--- src/rtl/circle_draw.sv ---
// circle_draw: midpoint circle rasteriser feeding the VGA adapter.
// Emits one candidate outline pixel per clock (eight octant reflections per
// iteration) and clips anything outside the SCREEN_W x SCREEN_H frame.
//
// Ports:
//   clk         system clock
//   rst         synchronous, active-high reset
//   start       level request, held until done is seen
//   centre_x/y  circle centre (captured when leaving IDLE)
//   radius      circle radius 0..255 (captured)
//   colour      pixel colour (captured)
//   done        circle complete; held while start stays high
//   vga_x/y     pixel coordinate to the adapter (low bits of the signed result)
//   vga_colour  captured colour while plotting, 0 otherwise
//   vga_plot    adapter write strobe, only for on-screen pixels
//
// state | meaning
// IDLE  | waiting for start; outputs quiet
// PLOT  | emitting octant pixel oct of the current (ox, oy) iteration
// DONE  | circle finished; done held until start drops
module circle_draw #(
  parameter int SCREEN_W = 160,
  parameter int SCREEN_H = 120
) (
  input  logic       clk,
  input  logic       rst,
  input  logic       start,
  input  logic [7:0] centre_x,
  input  logic [6:0] centre_y,
  input  logic [7:0] radius,
  input  logic [2:0] colour,
  output logic       done,
  output logic [7:0] vga_x,
  output logic [6:0] vga_y,
  output logic [2:0] vga_colour,
  output logic       vga_plot
);

  typedef enum logic [1:0] {IDLE, PLOT, DONE} state_t;

  localparam logic signed [9:0] X_MAX = 10'(SCREEN_W - 1);
  localparam logic signed [9:0] Y_MAX = 10'(SCREEN_H - 1);

  state_t state, state_next;

  logic [7:0]         cx, cx_next;
  logic [6:0]         cy, cy_next;
  logic [2:0]         col, col_next;
  logic signed [9:0]  ox, ox_next;
  logic signed [9:0]  oy, oy_next;
  logic signed [10:0] crit, crit_next;
  logic [2:0]         oct, oct_next;

  logic signed [9:0]  cx_s, cy_s, dx, dy, px, py;
  logic signed [9:0]  oy_inc, ox_dec, diff;
  logic signed [10:0] crit_lo, crit_hi;
  logic               on_screen;

  assign cx_s = $signed({2'b00, cx});
  assign cy_s = $signed({3'b000, cy});

  // Octant reflection of the current (ox, oy) offset.
  always_comb begin
    dx = ox;
    dy = oy;
    case (oct)
      3'd0: begin dx =  ox; dy =  oy; end
      3'd1: begin dx =  oy; dy =  ox; end
      3'd2: begin dx = -ox; dy =  oy; end
      3'd3: begin dx = -oy; dy =  ox; end
      3'd4: begin dx = -ox; dy = -oy; end
      3'd5: begin dx = -oy; dy = -ox; end
      3'd6: begin dx =  ox; dy = -oy; end
      default: begin dx = oy; dy = -ox; end
    endcase
  end

  assign px = cx_s + dx;
  assign py = cy_s + dy;

  // Signed compare: negative or wrapped coordinates must never strobe.
  assign on_screen = (px >= 10'sd0) && (px <= X_MAX) &&
                     (py >= 10'sd0) && (py <= Y_MAX);

  assign oy_inc  = oy + 10'sd1;
  assign ox_dec  = ox - 10'sd1;
  assign diff    = oy_inc - ox_dec;
  assign crit_lo = crit + $signed({oy_inc, 1'b0}) + 11'sd1;
  assign crit_hi = crit + $signed({diff, 1'b0}) + 11'sd1;

  always_comb begin
    state_next = state;
    cx_next    = cx;
    cy_next    = cy;
    col_next   = col;
    ox_next    = ox;
    oy_next    = oy;
    crit_next  = crit;
    oct_next   = oct;
    done       = 1'b0;
    vga_x      = 8'd0;
    vga_y      = 7'd0;
    vga_colour = 3'd0;
    vga_plot   = 1'b0;
    case (state)
      IDLE: begin
        if (start) begin
          cx_next    = centre_x;
          cy_next    = centre_y;
          col_next   = colour;
          ox_next    = $signed({2'b00, radius});
          oy_next    = 10'sd0;
          crit_next  = 11'sd1 - $signed({3'b000, radius});
          oct_next   = 3'd0;
          state_next = PLOT;
        end
      end
      PLOT: begin
        vga_x      = px[7:0];
        vga_y      = py[6:0];
        vga_colour = col;
        vga_plot   = on_screen;
        if (oct == 3'd7) begin
          oy_next = oy_inc;
          if (crit <= 11'sd0) begin
            crit_next = crit_lo;
          end else begin
            ox_next   = ox_dec;
            crit_next = crit_hi;
          end
          if (oy_inc > ox_next) begin
            state_next = DONE;
          end
          oct_next = 3'd0;
        end else begin
          oct_next = oct + 3'd1;
        end
      end
      DONE: begin
        done = 1'b1;
        if (!start) begin
          state_next = IDLE;
        end
      end
      default: state_next = IDLE;
    endcase
  end

  always_ff @(posedge clk) begin
    if (rst) begin
      state <= IDLE;
      cx    <= 8'd0;
      cy    <= 7'd0;
      col   <= 3'd0;
      ox    <= 10'sd0;
      oy    <= 10'sd0;
      crit  <= 11'sd0;
      oct   <= 3'd0;
    end else begin
      state <= state_next;
      cx    <= cx_next;
      cy    <= cy_next;
      col   <= col_next;
      ox    <= ox_next;
      oy    <= oy_next;
      crit  <= crit_next;
      oct   <= oct_next;
    end
  end

endmodule

--- config.mk ---
export PLATFORM = sky130hd
export DESIGN_NAME = circle_draw
export DESIGN_NICKNAME = d
export VERILOG_FILES = /design/src/rtl/circle_draw.sv
export SDC_FILE = /design/constraint.sdc
export NUM_CORES = 1
export LEC_CHECK = 0
export CORE_AREA = 2 2 127 129
export DETAILED_ROUTE_END_ITERATION = 7
export DIE_AREA = 0 0 129 131
export PLACE_DENSITY = 0.56
export SYNTH_ARGS = -nofsm -noshare
export SYNTH_HDL_FRONTEND = slang
export SYNTH_SLANG_ARGS = --single-unit
--- constraint.sdc ---
create_clock -name clk -period 5.2 [get_ports clk]
set_clock_uncertainty 0.15 [all_clocks]
set_input_delay 1.04 -clock clk [delete_from_list [all_inputs] [get_ports clk]]
set_output_delay 1.04 -clock clk [all_outputs]
set_load 0.1 [all_outputs]
# Word level (Yosys, flattened, before mapping)
# Index checks and enable logic that the tools add are counted.
# totals
word_cells	84
latch_bits	0
ramBits	0
n_memories	0
romBits	0
register_bits	54
# classes
reduce_logical	16
muxes	28
n_shift	0
n_bitwise	0
addsub	13
div	0
multipliers	0
order_cmp	6
n_eq_ne	13
# ops
operator	n
10-bit 2-to-1 mux	7
10-bit one-hot mux with 3 select lines	2
10-bit one-hot mux with 2 select lines	2
11-bit 2-to-1 mux	3
11-bit adder	2
11-bit by 2-bit adder with 11-bit output, second input constant	2
11-bit one-hot mux with 2 select lines	1
10-bit by 1-bit >= comparator with 1-bit output, second input constant	2
10-bit negator	2
3-bit == test, second input constant	4
2-bit OR reduction	6
11-bit by 1-bit less-or-equal comparator with 1-bit output, second input constant	1
10-bit by 2-bit adder with 10-bit output, second input constant	1
8-bit by 10-bit adder with 10-bit output	1
9-bit by 10-bit adder with 10-bit output	1
10-bit > comparator	1
10-bit by 8-bit less-or-equal comparator with 1-bit output, second input constant	1
10-bit by 9-bit less-or-equal comparator with 1-bit output, second input constant	1
10-bit subtractor	1
10-bit by 2-bit subtractor with 10-bit output, second input constant	1
3-bit 2-to-1 mux	3
1-bit by 8-bit subtractor with 9-bit output, first input constant	1
2-bit 2-to-1 mux	4
8-bit 2-to-1 mux	1
17 further kinds	25

# Logic depth before layout (Yosys ltp)
# Gate-level depths: netlist of run 1.
# depth
ltp_word	9
mapped_depth	18
depth_no_buf	18

# Least setup slack after synthesis of run 1
# OpenSTA, ideal clock, no wires.
# synth_timing
path_type	register -> output
from	register oct[0]
to	output vga_plot
required_time_ns	4.010
arrival_time_ns	5.349
path_stages_with_launch	18
path_slack_ns	-1.339
path_cell_list	dfxtp_1 inv_1 ha_1 clkdlybuf4s15_1 or2_2 clkbuf_1 nor3_1 a221o_1 inv_1 fa_1 nor2b_1 o21ai_0 a21boi_0 o21ai_0 nand2b_1 a31oi_1 or4_4 a2111oi_2
# synth_between
elab_chain_cells	9
word_cells_on_any_way	25
cone_classes	2 x add/sub; 4 x order compare; 6 x eq/ne; 3 x mux; 10 x reduce/logical
# synth_rtl
element	line_no	rtl
start, declared	52	logic [2:0] oct, oct_next;
start signal, assigned	167	oct <= oct_next;
3-bit == test, or another cell as far along	66	case (oct)
2-bit OR reduction (no line)	--	
10-bit one-hot mux with 3 select lines	66	
9-bit by 10-bit adder with 10-bit output	78	assign px = cx_s + dx;
10-bit by 1-bit >= comparator with 1-bit output or 10-bit by 9-bit less-or-equal comparator with 1-bit output (tied branches)	82	assign on_screen = (px >= 10'sd0) && (px <= X_MAX) &&
1-bit logical AND (2 in series)	82	
1-bit logical AND *	83	(py >= 10'sd0) && (py <= Y_MAX);
1-bit 2-to-1 mux *	105	case (state)
end, declared	36	output logic vga_plot
# Mark *: on every way between the ends. The rest lies on a longest branch, timed or not.

# Final worst setup path of run 1
# layout_timing
from	register ox[1]
to	output vga_plot
# layout_between
elab_chain_cells	8
word_cells_on_any_way	13
cone_classes	3 x add/sub; 4 x order compare; 3 x mux; 3 x reduce/logical
# layout_rtl
element	line_no	rtl
start, declared	49	logic signed [9:0] ox, ox_next;
start signal, assigned	164	ox <= ox_next;
10-bit negator	--	
10-bit one-hot mux with 3 select lines	66	
9-bit by 10-bit adder with 10-bit output	78	
10-bit by 1-bit >= comparator with 1-bit output or 10-bit by 9-bit less-or-equal comparator with 1-bit output (tied branches)	82	
1-bit logical AND (2 in series)	82	
1-bit logical AND *	83	
1-bit 2-to-1 mux *	105	
# Marks and branches as above.

==> results of run 1 <==
-- per-layer routing --
layer  GRT usage  wire (um)  up-vias
met5           0          0        -
met4      0.0575        243        0
met3      0.0326       1250       23
met2       0.378       8760      234
met1       0.336       9370     3047
li1            -          -     3139
-- stage by stage --
stage | cell area [um2] | util | instances
2_1_floorplan | 6090 | - | 835
4_1_cts | 7440 | 0.477 | 1123
5_1_grt | 7580 | 0.486 | 1126
3_3_place_gp | 7170 | 0.459 | 1109
3_5_place_dp | 7170 | 0.459 | 1109
6_report | 7580 | 0.486 | 1126
-- worst paths after layout --
kind / from / endpoint / slack [ns] / cells past startpoint
worst max-delay path: ox[1] / vga_plot / -0.23 / 15
worst min-delay path: col[2] / col[2] / 0.30 / 2
worst max register to register: oy[0] / crit[10] / 0.89 / 17
worst min register to register: col[2] / col[2] / 0.30 / 2
-- synthesized netlist by cell type, types with 5 or more instances --
master	count	area, um2
nand2_1	101	379
nor2_1	100	375
a21oi_1	86	430
ha_1	64	801
dfxtp_1	54	1080
o21ai_0	47	235
xnor2_1	42	368
clkbuf_1	40	150
inv_1	26	97.6
xor2_1	26	228
nor3_1	25	125
a211oi_1	11	82.6
a22oi_1	11	82.6
o21a_1	11	82.6
nand3_1	10	50.1
o211ai_1	10	75.1
and2_1	9	56.3
nor2b_1	9	56.3
a21o_1	8	60.1
a31oi_1	8	50.1
nand2b_1	8	50.1
a311oi_1	7	61.3
and3_1	7	43.8
or2_2	7	43.8
nand4_1	6	37.5
o21bai_1	6	45.0
o31a_1	6	52.6
o31ai_1	6	45.0
fa_1	5	100
o221ai_1	5	43.8
-- logic make-up after synthesis --
family | Yosys count | share of synthesized area
muxes | 7 | 0.0179
AOI/OAI and AO/OA | 252 | 0.266
and+or+nand+nor | 308 | 0.238
buffers and inverters | 77 | 0.0538
adders and majority gates | 69 | 0.148
xor gates and xnor gates | 68 | 0.0981
DFF | 54 | 0.178
-- layout make-up --
cell class	count	area, um2
Clock buffer	6	129
Tap cell	216	270
Clock inverter	2	37.5
Multi-Input combinational cell	704	4870
Timing Repair Buffer	116	1080
Fill cell	1579	8020
Sequential cell	54	1080
Inverter	28	105
-- critical path: cells and delay by family (launching register included) --
kind | cells | cell delay (ns)
compound gates | 6 | 1.17
xor+xnor | 1 | 0.10
fa+ha+maj | 1 | 0.18
buf+inv | 1 | 0.22
flops | 1 | 0.34
simple gates | 6 | 1.94
-- repair_timing --
item / in CTS / in global routing
resized for setup: 18 / 34
setup endpoints to repair: 1 / 1
pin swaps: 11 / 11
setup buffers: 6 / 3
-- power groups by stage --
stage / clock (mW) / combinational (mW) / sequential (mW)
final: 0.410 / 0.870 / 0.468
after detailed placement: 0 / 0.817 / 0.476
after floorplan: 0 / 0.588 / 0.464
after global placement: 0 / 0.802 / 0.475
after CTS: 0.414 / 0.838 / 0.466
after global routing: 0.426 / 0.954 / 0.471
-- flip-flops by register name (all words and copies together), names as in the netlist --
| name | flops |
|---|---|
| ox | 10 |
| oy | 10 |
| cx | 8 |
| crit | 11 |
| oct | 3 |
| state | 2 |
| col | 3 |
| cy | 7 |
==> run metrics, run 1 <==
status=finished with violations; failing checks=setup timing; clk slew on worst S/H paths=~0.07 ns; dpl hpwl=~15000 um; worst min path class=flop to flop; initial antenna violation count=0; gr ovfl total=0; Synth Net Count=around 930; DR DRC count=0; Cells after Synth=~840; fmax=~180 MHz; logic gate share of total power=0.498; endpoints failing setup=1; Worst-Margin Slew=around 1.1 ns; Clock Latency Late Sink=between 0.3 and 0.4 ns; first-pass GRT wire length=between 30000 and 40000 um; Tcrit/Tclk final=1.04; post-synthesis register bit count=54; number of flops mapped to enable cells by yosys=0; Root Driver=clkbuf_16; antenna cells=0; Unique masters post-synth=69; Final min period=5.43 ns; Cell Area, Synth=about 6100 um2; io pins=slightly below 50; largest fanout on the critical path=4; final setup TNS=-0.232 ns; pwr dens=roughly 230 nW/um2; total CTS buffers=5; layout cells sized above 1=0.174; switch share=0.408; CP Cell Sequence=or4_4 > or4_4 > nand2_1 > o211ai_1 > a21oi_2 > nand4_1 > a21oi_2 > a21oi_2 > ha_2 > or3_1 > o21bai_1 > xnor2_1 > or4_4 > a2111oi_4 > buf_12; CP max stage delay=0.53 ns; most frequent cells in the layout=100 x nand2_1, 94 x nor2_1, 79 x a21oi_1; CTS tree=done; Routability Congestion=roughly 0.95; Flop pwr share=0.268; RSZ-0062 raised after global routing=true; Die Span Y=approximately 130 um; Final Net Count=1007; maxcap violations=0; Power Internal=between 1 and 1.5 mW; Slew Viols, Final=0; drt wl/cell=17.4 um; Iter 0 DRT Violations=roughly 620; Lkg Pwr=3.19 nW; Worst Slack Setup Final=-0.232 ns; full die area=between 15000 and 20000 um2; sequential area share after synthesis=0.178; Hold Slack=~0.3 ns; core area=around 16000 um2; CP required=between 4 and 5 ns; clock share of power=0.234; overall fraction of global-route tracks in use=0.236; most common cell after layout, fill and taps aside=nand2_1; initial core utilization=0.389; vias per cell=~5.7; CP arrival=4.24 ns; drt total wl=a little under 20000 um; synth warn=0; Area Overhead vs Synth=24.9%; Critical Path End Type=output port; vias in the first global route=around 6000; worst slack at placement=-0.0401 ns; sw power=between 0.7 and 0.8 mW; H-tree Lvls=2; Critical Path Source Type=flop; via count=~6400; largest net degree at the start of global routing=55; kind of critical path=flop to output port; Slew headroom=0.261; Main synth FF type=dfxtp_1; die extent in x=129 um; worst vdd ir=~0.13 mV; DRT Pass-1 Iters=5; CTS Hold Bufs=0; slowest stage cell, crit path=or4_4; row count=46; syn avg cell area=approximately 7.3 um2; clk buf depth=2; overall power=1.75 mW; Routed Antenna Nets=0; CTS Sinks=between 50 and 60; IO Port Bufs=48; final hold vios=0; FFs w/ async S/R, synth=0
(Power assumes the default switching activity.)
==> run 2: changes to the inputs <==
==> config.mk (replaced) <==
export PLATFORM = sky130hd
export DESIGN_NAME = circle_draw
export DESIGN_NICKNAME = d
export VERILOG_FILES = /design/src/rtl/circle_draw.sv
export SDC_FILE = /design/constraint.sdc
export NUM_CORES = 1
export LEC_CHECK = 0
export CORE_AREA = 2 2 104 106
export DETAILED_ROUTE_END_ITERATION = 7
export DIE_AREA = 0 0 106 108
export PLACE_DENSITY = 0.8
export SYNTH_ARGS = -nofsm -noshare
export SYNTH_HDL_FRONTEND = slang
export SYNTH_SLANG_ARGS = --single-unit
==> run 2 against run 1 <==
  * The flow still finishes with violations (setup timing)
  * Setup slack worse by 0.078 ns
  * Register-to-register slack worse by 0.10 ns
  * Hold slack better by 0.014 ns
  * Maximum frequency down 1.4%
  * Highest routed layer unchanged
==> run metrics, run 2 (synthesis results as in run 1) <==
CP Cell Sequence=or4_4 > or4_4 > nand2_2 > o211ai_1 > a21oi_2 > nand4_1 > a21oi_1 > a21oi_1 > ha_2 > or3_4 > o21bai_4 > xnor2_1 > or4_4 > a2111oi_4 > buf_12; crit path to=vga_plot; row count=37 (-20%); most frequent cells in the layout=99 x nand2_1, 94 x nor2_1, 81 x a21oi_1; drt total wl=18700 um (-4.8%); CP max stage delay=0.54 ns (about the same); max FFs per register=11 (unchanged); DR DRC count=0 (unchanged); final hold vios=0 (unchanged); pwr dens=222 nW/um2 (-3.7%); worst min path class=flop to flop; FF+latch area=1090 um2 (+0.23%); CP arrival=4.32 ns (+0.08 ns); status=finished with violations; first-pass GRT wire length=31100 um (-2.1%); worst setup path start=ox[1]; Die Span Y=108 um (-18%); Biggest register=crit; maxcap violations=0 (unchanged); clk slew on worst S/H paths=0.12 ns (+0.05 ns); Worst Slack Setup Final=-0.310 ns (-0.0780 ns); Iter 0 DRT Violations=483 (-22%); fmax=181 MHz (-1.4%); IO Port Bufs=48 (unchanged); full die area=11400 um2 (-32%); vias in the first global route=6437 (+4.1%); flop2flop setup slack=0.79 ns (-0.10 ns); CP required=4.01 ns (about the same); endpoints failing setup=1 (unchanged); Critical Path Source Type=flop; worst r2r src=oy[0]; die extent in x=106 um (-18%); vias per cell=6.32 (+10%); slowest stage cell, crit path=or4_4; worst vdd ir=0.136 mV (+0.84%); layout cells sized above 1=0.146 (-0.0274); CTS Hold Bufs=0 (unchanged); most common cell after layout, fill and taps aside=nand2_1; Final min period=5.51 ns (+0.0780 ns); DRT Pass-1 Iters=5 (unchanged); H-tree Lvls=2 (unchanged); Slew headroom=0.272 (+0.0108); core area=10200 um2 (-34%); Final Net Count=993 (-1.4%); CTS Sinks=54 (unchanged); Fillers=878 (-44%); Worst Reg-to-Reg Cells=17 (unchanged); clk buf depth=2 (unchanged); final setup TNS=-0.310 ns (-0.0780 ns); Clock Latency Late Sink=0.34 ns (+0.02 ns); via count=6525 (+1.3%); RSZ-0062 raised after global routing=true; CTS tree=done; Slew Viols, Final=0 (unchanged); gr ovfl total=0 (unchanged); Root Driver=clkbuf_8; Lkg Pwr=3.07 nW (-3.9%); Tcrit/Tclk final=1.06 (+0.0150); initial antenna violation count=0 (unchanged); initial core utilization=0.593 (+0.204); multi-input logic area=4810 um2 (-1.3%); drt wl/cell=18.1 um (+3.8%); total CTS buffers=5 (unchanged); antenna cells=0 (unchanged); final core utilization=0.709 (+0.223); reg2reg end=crit[10]; overall fraction of global-route tracks in use=0.334 (+0.0980); Top Registers=crit (11), ox (10), oy (10); io pins=49 (unchanged); Routability Congestion=0.932 (-1.6%); most numerous cell on the critical path=or4_4; dpl hpwl=14200 um (-5.8%); Critical Path End Type=output port; Routed Antenna Nets=0 (unchanged); kind of critical path=flop to output port; Worst-Margin Slew=1.09 ns (-0.0162 ns); largest fanout on the critical path=4 (unchanged); largest net degree at the start of global routing=55 (unchanged); Area Overhead vs Synth=19.4%; failing checks=setup timing
## run 2: cell count changes in the layout (fill, tap and decap cells not counted), sizes merged
cell | before | now
bufinv | 1 | 0
clkdlybuf4s15 | 0 | 1
clkinv | 0 | 2
clkbuf | 6 | 5
clkinvlp | 1 | 0
inv | 28 | 29
buf | 85 | 70
## run 2: where the power goes
group | switching (mW) | total, mW | internal (mW)
clock network | 0.183 | 0.285 | 0.102
registers | 0.0295 | 0.467 | 0.437
logic | 0.499 | 0.857 | 0.358
total | 0.711 | 1.61 | 0.897
## run 2: critical path, delay by kind of cell, from the launching register on
kind | cells | cell delay [ns]
simple gates | 6 | 2.03
compound gates | 6 | 1.08
flops | 1 | 0.37
buf+inv | 1 | 0.22
fa+ha+maj | 1 | 0.19
xor+xnor | 1 | 0.09
## run 2: repair_timing
item / CTS / global route
gates resized for setup: 15 / 21
setup buffers: 5 / 0
pin swaps: 7 / 4
cloned: 0 / 1
setup endpoints to repair: 1 / 1
## run 2: metrics by stage
stage | worst slack [ns] | hold slack, ns | cell area, um2 | total power [mW] | std cells
after floorplan | -0.625 | 0.282 | 6090 | 1.05 | 835
after global placement | 0.0650 | 0.290 | 6980 | 1.26 | 1018
after detailed placement | -0.0400 | 0.301 | 6980 | 1.28 | 1018
after CTS | -0.225 | 0.319 | 7170 | 1.58 | 1031
after global routing | -0.460 | 0.344 | 7250 | 1.71 | 1032
final | -0.310 | 0.317 | 7250 | 1.61 | 1032
## run 2: worst min-delay path by stage
stage	start	endpoint	slack [ns]	depth (start not counted)
2_1_floorplan	col[0]	col[0]	0.28	2
3_3_place_gp	col[0]	col[0]	0.29	2
3_5_place_dp	col[2]	col[2]	0.30	2
4_1_cts	col[2]	col[2]	0.32	2
5_1_grt	cy[4]	cy[4]	0.34	2
6_report	col[1]	col[1]	0.32	2
## run 2: area by class of cell
| cell class | count | area share |
|---|---|---|
| well taps | 136 | 0.0235 |
| multi-input cells | 704 | 0.663 |
| flip-flops and latches | 54 | 0.150 |
| inverters | 28 | 0.0145 |
| clock buffers | 5 | 0.00949 |
| clock inverters | 3 | 0.00397 |
| repair buffers | 102 | 0.135 |
## run 2: metal layers
metal  track usage  vias up  routed length, um
met5             0        -                  0
met4        0.0836        0                303
met3        0.0645       26               1730
met2         0.544      297               8490
met1         0.458     3096               8150
li1              -     3106                  -
